[config.mk]
export PLATFORM = sky130hd
export DESIGN_NAME = pc_fetch_unit
export DESIGN_NICKNAME = d
export VERILOG_FILES = /design/src/rtl/pc_fetch_unit.sv
export SDC_FILE = /design/constraint.sdc
export NUM_CORES = 1
export LEC_CHECK = 0
export ABC_AREA = 1
export ABC_CLOCK_PERIOD_IN_PS = 4500
export CAP_MARGIN = 30
export CORE_MARGIN = 3
export CORE_UTILIZATION = 45
export CTS_CLUSTER_DIAMETER = 80
export CTS_CLUSTER_SIZE = 40
export DETAILED_ROUTE_END_ITERATION = 8
export DONT_BUFFER_PORTS = 1
export GPL_ROUTABILITY_DRIVEN = 0
export HOLD_SLACK_MARGIN = 0.1
export MAX_ROUTING_LAYER = met4
export SYNTH_ARGS = -nofsm -noshare
export SYNTH_HDL_FRONTEND = slang
export SYNTH_SLANG_ARGS = --single-unit
[constraint.sdc]
create_clock -name clk -period 4.5 [get_ports clk]
set_input_delay 0.45 -clock clk [delete_from_list [all_inputs] [get_ports clk]]
set_output_delay 0.45 -clock clk [all_outputs]
set_load 0.1 [all_outputs]
[src/rtl/pc_fetch_unit.sv]
// ============================================================================
// Module   : pc_fetch_unit
// Brief    : Program counter and next-PC selection with boot, trap, halt and counters.
// Revision : 1.0
// ============================================================================
`default_nettype none

module pc_fetch_unit #(
  parameter logic [31:0] RESET_VECTOR = 32'h0000_0000,
  parameter logic [31:0] TRAP_VECTOR  = 32'h0000_0100,
  parameter int          CNT_W        = 32
) (
  input  logic             clk,
  input  logic             reset,
  input  logic             stall,
  input  logic             branch_taken,
  input  logic             jump,
  input  logic             jalr,
  input  logic [31:0]      imm,
  input  logic [31:0]      rs1_data,
  input  logic             halt_req,
  output logic [31:0]      pc_out,
  output logic [31:0]      pc_plus4,
  output logic             fetch_valid,
  output logic             misaligned,
  output logic [31:0]      bad_target,
  output logic             halted,
  output logic [CNT_W-1:0] cycle_count,
  output logic [CNT_W-1:0] instret_count
);

  typedef enum logic [1:0] {
    S_BOOT = 2'd0,
    S_RUN  = 2'd1,
    S_TRAP = 2'd2,
    S_HALT = 2'd3
  } state_t;

  localparam logic [CNT_W-1:0] CNT_ONE = {{(CNT_W-1){1'b0}}, 1'b1};

  state_t           state_q, state_d;
  logic [31:0]      pc_q, pc_d;
  logic [31:0]      bad_target_q, bad_target_d;
  logic [CNT_W-1:0] cycle_q, cycle_d;
  logic [CNT_W-1:0] instret_q, instret_d;
  logic             fetch_valid_q, fetch_valid_d;
  logic             misaligned_q, misaligned_d;
  logic             halted_q, halted_d;

  logic [31:0]      jalr_target;
  logic [31:0]      rel_target;
  logic [31:0]      target;
  logic             redirect;

  assign pc_plus4    = pc_q + 32'd4;
  assign jalr_target = (rs1_data + imm) & ~32'd1;
  assign rel_target  = pc_q + imm;

  always_comb begin
    state_d      = state_q;
    pc_d         = pc_q;
    bad_target_d = bad_target_q;
    cycle_d      = cycle_q + CNT_ONE;
    instret_d    = instret_q;
    target       = pc_plus4;
    redirect     = 1'b0;

    case (state_q)
      S_BOOT: state_d = S_RUN;
      S_RUN: begin
        if (!stall) begin
          if (halt_req) begin
            state_d = S_HALT;
          end else begin
            if (jalr) begin
              target   = jalr_target;
              redirect = 1'b1;
            end else if (jump || branch_taken) begin
              target   = rel_target;
              redirect = 1'b1;
            end
            // Only redirected targets can be misaligned; pc_plus4 inherits alignment.
            if (redirect && (target[1:0] != 2'b00)) begin
              bad_target_d = target;
              pc_d         = TRAP_VECTOR;
              state_d      = S_TRAP;
            end else begin
              pc_d      = target;
              instret_d = instret_q + CNT_ONE;
            end
          end
        end
      end
      S_TRAP: begin
        pc_d    = pc_plus4;
        state_d = S_RUN;
      end
      S_HALT: state_d = S_HALT;
      default: state_d = S_BOOT;
    endcase

    fetch_valid_d = (state_d == S_RUN);
    misaligned_d  = (state_d == S_TRAP);
    halted_d      = (state_d == S_HALT);
  end

  always_ff @(posedge clk or posedge reset) begin
    if (reset) begin
      state_q       <= S_BOOT;
      pc_q          <= RESET_VECTOR;
      bad_target_q  <= 32'd0;
      cycle_q       <= '0;
      instret_q     <= '0;
      fetch_valid_q <= 1'b0;
      misaligned_q  <= 1'b0;
      halted_q      <= 1'b0;
    end else begin
      state_q       <= state_d;
      pc_q          <= pc_d;
      bad_target_q  <= bad_target_d;
      cycle_q       <= cycle_d;
      instret_q     <= instret_d;
      fetch_valid_q <= fetch_valid_d;
      misaligned_q  <= misaligned_d;
      halted_q      <= halted_d;
    end
  end

  assign pc_out        = pc_q;
  assign bad_target    = bad_target_q;
  assign cycle_count   = cycle_q;
  assign instret_count = instret_q;
  assign fetch_valid   = fetch_valid_q;
  assign misaligned    = misaligned_q;
  assign halted        = halted_q;

endmodule

`default_nettype wire

==> impl_metrics.env, run 1 <==
export IMPL_status="finished, final reports clean"
export IMPL_io_buffer_count=0
export IMPL_grt_max_degree=104
export IMPL_syn_area_um2=11610
export IMPL_yosysSeqAreaShare=0.2866
export IMPL_syn_avg_cell_area_um2=6.531
export IMPL_dieWidth_um=166.6
export IMPL_finalCritPeriodShare=0.7855
export IMPL_crit_top_cell="buf_4"
export IMPL_hold_viol=0
export IMPL_cap_viol_max_count=0
export IMPL_cp_cell_sequence="buf_4 -> ha_1 -> nand3_2 -> nor3_4 -> nand2_2 -> nor2_2 -> nand2_1 -> xor2_2 -> buf_4"
export IMPL_hpwl_um=33740
export IMPL_drt_pass1_iter_count=5
export IMPL_clockRootBuffer="clkbuf_16"
export IMPL_startpoint_type="flop"
export IMPL_synth_most_common_cell="nand2_1"
export IMPL_vias_per_cell=5.555
export IMPL_final_nets=1988
export IMPL_cts_hold_buffers=0
export IMPL_drive_gt1_frac=0.09608
export IMPL_cts_max_level=4
export IMPL_overflow=0
export IMPL_routed_wl_um=42350
export IMPL_worst_hold_path_type="in2reg"
export IMPL_cts_buffers=17
export IMPL_clock_skew_ps=9.632
export IMPL_cts_resized=0
export IMPL_power_internal_mw=3.133
export IMPL_grt_antenna_before_repair=0
export IMPL_synth_nets=1915
export IMPL_ys_ff_latch=133
export IMPL_hold_ws_ps=253.8
export IMPL_power_density_nw_per_um2=558.4
export IMPL_synth_area_top_cells="dfrtp_1 29%, nand2_1 20%, ha_1 6.9%, nand3_1 6.8%, inv_1 6.4%"
export IMPL_path_max_fanout=9
export IMPL_async_flop_share=1.000
export IMPL_die_h_um=166.6
export IMPL_gr_usage_all_layers=0.3074
export IMPL_synth_cell_types=46
export IMPL_synth_commonest_cells="609 x nand2_1, 198 x inv_1, 161 x nor2_1"
export IMPL_rsz0062_at_grt="false"
export IMPL_final_cell_area_um2=13570
export IMPL_syn2layout_area_growth_pct=16.86
export IMPL_yosysTopAreaCell="dfrtp_1"
export IMPL_p_clk_frac=0.181
export IMPL_fmax_ghz=0.2829
export IMPL_ant_nets=0
export IMPL_wl_per_cell_um=19.30
export IMPL_grt_first_pass_wirelength_um=65770
export IMPL_cts_setup_buffers=0
export IMPL_netSwitchingFraction=0.5866
export IMPL_yosys_area_top_type_share=0.2866
export IMPL_die_area_um2=27770
export IMPL_finalSetupTns_ps=0
export IMPL_via_count=12190
export IMPL_vdd_ir_drop_max_v=0.0004733
export IMPL_period_needed_ps=3535
export IMPL_cpPeakStageDelay_ps=410
export IMPL_seqPwrFrac=0.261
export IMPL_p_sw_mw=4.445
export IMPL_max_slew_worst_pin_slew_ps=1047
export IMPL_cts_sinks=133
export IMPL_p_leak_nw=6.951
export IMPL_setup_viol=0
export IMPL_synth_edff_count=0
export IMPL_synthFlopType="dfrtp_1"
export IMPL_yosys_warnings=0
export IMPL_initial_core_util=0.4598
export IMPL_cp_end_kind="primary output"
export IMPL_cts_tree="yes"
export IMPL_dr_first_iter_drc_count=1166
export IMPL_cpMaxStageDelayCell="ha_1"
export IMPL_coreArea_um2=25250
export IMPL_clock_tree_buffer_depth=2
export IMPL_syn_inst=1778
export IMPL_slew_headroom=0.3022
export IMPL_slew_violations=0
export IMPL_grt_pass1_vias=11390
export IMPL_n_fill_cell=2569
export IMPL_clk_pin_slew_ps=60
export IMPL_num_rows=58
export IMPL_criticalPathCategory="reg2out"
export IMPL_route_detailed_drc=0
export IMPL_cp_required_ps=4050
export IMPL_ios=234
export IMPL_cp_arrival_ps=3080
export IMPL_placed_area_um2=12650
export IMPL_combPwrFrac=0.558
export IMPL_clk_latency_ps=420
==> power by group through the flow <==
stage	clock, mW	combinational, mW	sequential [mW]
after floorplan	0	2.40	2.73
after global placement	0	4.14	2.00
after detailed placement	0	4.14	2.00
after CTS	1.40	4.16	1.98
after global routing	1.45	4.52	1.99
final	1.37	4.23	1.98
==> routing by layer <==
layer,up-vias,global-route usage,part of all wire
met4,0,0.07461,0.026
met2,561,0.4600,0.43
met5,-,-,0
met3,62,0.08830,0.11
met1,5645,0.4139,0.43
li1,5919,-,-
==> final timing paths <==
check	from	to	slack, ps	cells past startpoint
max in group asynchronous	reset	bad_target[12]	3240	3
worst max-delay path	pc_out[2]	pc_plus4[26]	970	9
worst max register to register	pc_out[0]	instret_count[18]	1320	14
worst min-delay path	jalr	bad_target[10]	250	3
worst min register to register	state_q[0]	state_q[1]	560	2
min in group asynchronous	reset	cycle_count[3]	510	2
==> layout by cell type (no fill, tap or decap), types with 3 or more instances in the layout <==
cell,n
or2_2,3
nand4_1,29
buf_16,17
nand2_2,5
nor3_1,40
nor2_4,5
buf_4,64
dfrtp_1,131
ha_1,64
nand3_1,158
nor4_1,7
clkinvlp_4,3
inv_1,197
a21oi_1,81
xnor2_1,35
o21a_1,4
o21ai_1,3
o21ai_0,48
o21bai_1,9
nand3_2,7
xor2_1,45
o22ai_1,4
a21o_1,4
clkbuf_1,6
a22oi_1,19
clkbuf_16,17
inv_2,5
o211ai_1,7
nor3_2,8
nand3b_1,13
nor2_1,159
xor2_2,16
nor2_2,9
nand2_1,609
==> critical path: cells and delay by family (launching register included) <==
kind / cells / cell delay (ps)
flip-flops: 1 / 320
XOR/XNOR: 1 / 130
buffers and inverters: 2 / 670
AND/OR/NAND/NOR: 5 / 1110
adder cells (fa/ha/maj): 1 / 410
==> cells by family (layout without fill, tap and decap cells) <==
group / count (synthesis) / count (layout) / share of synthesized area
AO/OA/AOI/OAI: 185 / 185 / 0.09169
other: 0 / 1 / 0
adder cells (fa/ha/maj): 66 / 66 / 0.07241
flip-flops: 133 / 133 / 0.2866
XOR/XNOR: 98 / 98 / 0.07456
buffers and inverters: 235 / 320 / 0.07898
AND/OR/NAND/NOR: 1061 / 1061 / 0.3958
==> metrics by stage <==
step	utilization	setup WS [ps]	power [mW]	cells
after floorplan	-	444.6	5.127	1778
after global placement	0.4946	1317	6.132	2140
after detailed placement	0.5009	1241	6.141	2147
after CTS	0.5235	985.2	7.537	2178
after global routing	0.5373	840.3	7.968	2193
final	0.5374	965.2	7.578	2194
==> sequential cells by signal, indices dropped and copies added (netlist names) <==
register	cells
bad_target	32
cycle_count	32
state_q	2
halted	1
fetch_valid	1
pc_out	32
misaligned	1
instret_count	32
==> layout make-up <==
class                      count  area, um2  area share
inverter                     203      767.0     0.05652
clock buffer                  23      467.9     0.03448
tap                          330      412.9     0.03043
antenna                        1      2.502   0.0001844
timing repair buffer          86      988.4     0.07284
sequential                   133       3331      0.2454
multi-input combinational   1410       7500      0.5526
clock inverter                 8      101.3    0.007468
Note: power is estimated with default switching activity, not from simulation.
==> run 2, diff against run 1 <==
ABC_CLOCK_PERIOD_IN_PS = 3600   (was 4500)
clock period = 3.6 ns   (was 4.5 ns; I/O delays follow)
==> run 2 against run 1 <==
Critical path type unchanged. Non-clock buffer count is 51 higher. Core utilization rose by 0.49 points. Highest routed layer unchanged. Clock-buffer cell count fell by 1. Routed wire length grew 1.1%.
==> impl_metrics.env, run 2 (same netlist as run 1, synthesis figures left out) <==
export IMPL_multi_input_area_um2=7500
export IMPL_grt_busiest_layer="met2"
export IMPL_cpPeakStageDelay_ps=380
export IMPL_finalCritPeriodShare=0.8685
export IMPL_grt_met3_usage=0.09898
export IMPL_cp_end_kind="primary output"
export IMPL_cp_required_ps=3240
export IMPL_p_sw_mw=5.630
export IMPL_num_rows=58
export IMPL_cpMaxStageDelayCell="nor3_2"
export IMPL_drive_gt1_frac=0.1222
export IMPL_io_buffer_count=0
export IMPL_drt_pass1_iter_count=6
export IMPL_seqPwrFrac=0.266
export IMPL_dr_first_iter_drc_count=1152
export IMPL_p_clk_frac=0.177
export IMPL_hpwl_um=34740
export IMPL_n_fill_cell=2570
export IMPL_wl_per_cell_um=19.07
export IMPL_grtUsageMet2=0.4680
export IMPL_coreArea_um2=25250
export IMPL_cts_tree="yes"
export IMPL_final_nets=2039
export IMPL_routed_wl_um=42830
export IMPL_netSwitchingFraction=0.5891
export IMPL_grt_pass1_vias=11560
export IMPL_cts_setup_buffers=0
export IMPL_via_count=12320
export IMPL_syn2layout_area_growth_pct=17.93
export IMPL_dp_cells=2212
export IMPL_grt_max_degree=48
export IMPL_worst_hold_path_type="in2reg"
export IMPL_clk_latency_ps=420
export IMPL_path_max_fanout=4
export IMPL_cts_hold_buffers=1
export IMPL_status="finished, final reports clean"
export IMPL_layout_common_cells="609 x nand2_1, 197 x inv_1, 159 x nor2_1"
export IMPL_cp_cell_sequence="buf_4 -> inv_1 -> nor3_2 -> nand2_1 -> nor2_1 -> nand3b_1 -> nand2_1 -> buf_4"
export IMPL_cts_resized=0
export IMPL_final_common_cell="nand2_1"
export IMPL_hold_viol=0
export IMPL_cap_viol_max_count=0
export IMPL_regArea_um2=3331
export IMPL_gr_usage_all_layers=0.3136
export IMPL_cp_arrival_ps=2770
export IMPL_startpoint_type="flop"
export IMPL_ios=234
export IMPL_vias_per_cell=5.483
export IMPL_clk_pin_slew_ps=60
export IMPL_power_internal_mw=3.926
export IMPL_route_detailed_drc=0
export IMPL_regToRegSetupSlack_ps=750
export IMPL_ant_nets=0
export IMPL_clock_tree_buffer_depth=2
export IMPL_period_needed_ps=3127
export IMPL_p_leak_nw=7.143
export IMPL_rsz0062_at_grt="false"
export IMPL_cts_sinks=133
export IMPL_dieWidth_um=166.6
export IMPL_clock_skew_ps=12.86
export IMPL_grt_first_pass_wirelength_um=66360
export IMPL_die_area_um2=27770
export IMPL_cts_buffers=17
export IMPL_use_met1=0.4119
export IMPL_overflow=0
export IMPL_power_density_nw_per_um2=697.8
export IMPL_vdd_ir_drop_max_v=0.0007003
export IMPL_finalSetupTns_ps=0
export IMPL_grt_antenna_before_repair=1
export IMPL_cts_max_level=4
export IMPL_slew_violations=0
export IMPL_combPwrFrac=0.557
export IMPL_fmax_ghz=0.3198
export IMPL_stdcell_count=2246
export IMPL_max_slew_worst_pin_slew_ps=1009
export IMPL_setup_viol=0
export IMPL_criticalPathCategory="reg2out"
export IMPL_initial_core_util=0.4598
export IMPL_p_total_mw=9.556
export IMPL_clockRootBuffer="clkbuf_16"
export IMPL_slew_headroom=0.3271
export IMPL_die_h_um=166.6
==> run 2: cell types whose count changed in the layout (fill, tap and decap cells not counted), moves of 2 or more <==
cell        change
buf_4          +65
buf_16         -16
buf_12          +5
clkbuf_1        -4
clkinvlp_4      +3
buf_6           -2
==> run 2: worst max-delay path: cells and delay by family (launching register included) <==
kind                   cells  cell delay (ps)
buffers and inverters      3              840
DFF                        1              370
and+or+nand+nor            5             1120
==> run 2: power groups by stage <==
stage	clock network (mW)	registers, mW	logic [mW]
after floorplan	0	3.42	3.03
after global placement	0	2.58	5.17
after detailed placement	0	2.56	5.23
after CTS	1.72	2.54	5.26
after global routing	1.79	2.56	5.68
final	1.69	2.54	5.32
==> run 2: per-stage QoR <==
step | instance area, um2 | hold WS, ps | util | worst slack (ps)
after floorplan | 11720 | 506.9 | - | 17.95
after global placement | 13060 | 460.3 | 0.5170 | 844.7
after detailed placement | 13110 | 266.8 | 0.5191 | 782.6
after CTS | 13690 | 153.5 | 0.5422 | 581.7
after global routing | 13690 | 179.4 | 0.5423 | 400.0
final | 13690 | 201.9 | 0.5423 | 473.2
==> run 2: cell type report <==
type                       instances  share of cell area
multi-input combinational       1410              0.5476
sequential                       133              0.2432
timing repair buffer             137             0.08104
inverter                         203             0.05592
clock buffer                      22             0.03463
tap                              330             0.03015
clock inverter                    10            0.007218
antenna                            1           0.0001827
==> run 2: layer usage <==
metal	wire, um	vias up
li1	-	6012
met1	18230	5688
met2	18760	564
met3	4692	51
met4	1152	0
met5	0	-
==> run 2: worst paths after layout <==
path                       cells after the start         endpoint             from
max in group asynchronous                      4        pc_out[0]            reset
min                                            3       pc_out[10]             jalr
min reg2reg                                    1  cycle_count[28]  cycle_count[28]
min in group asynchronous                      2  cycle_count[18]            reset
max reg2reg                                   14        pc_out[6]        pc_out[0]
max                                            8     pc_plus4[28]       pc_out[11]
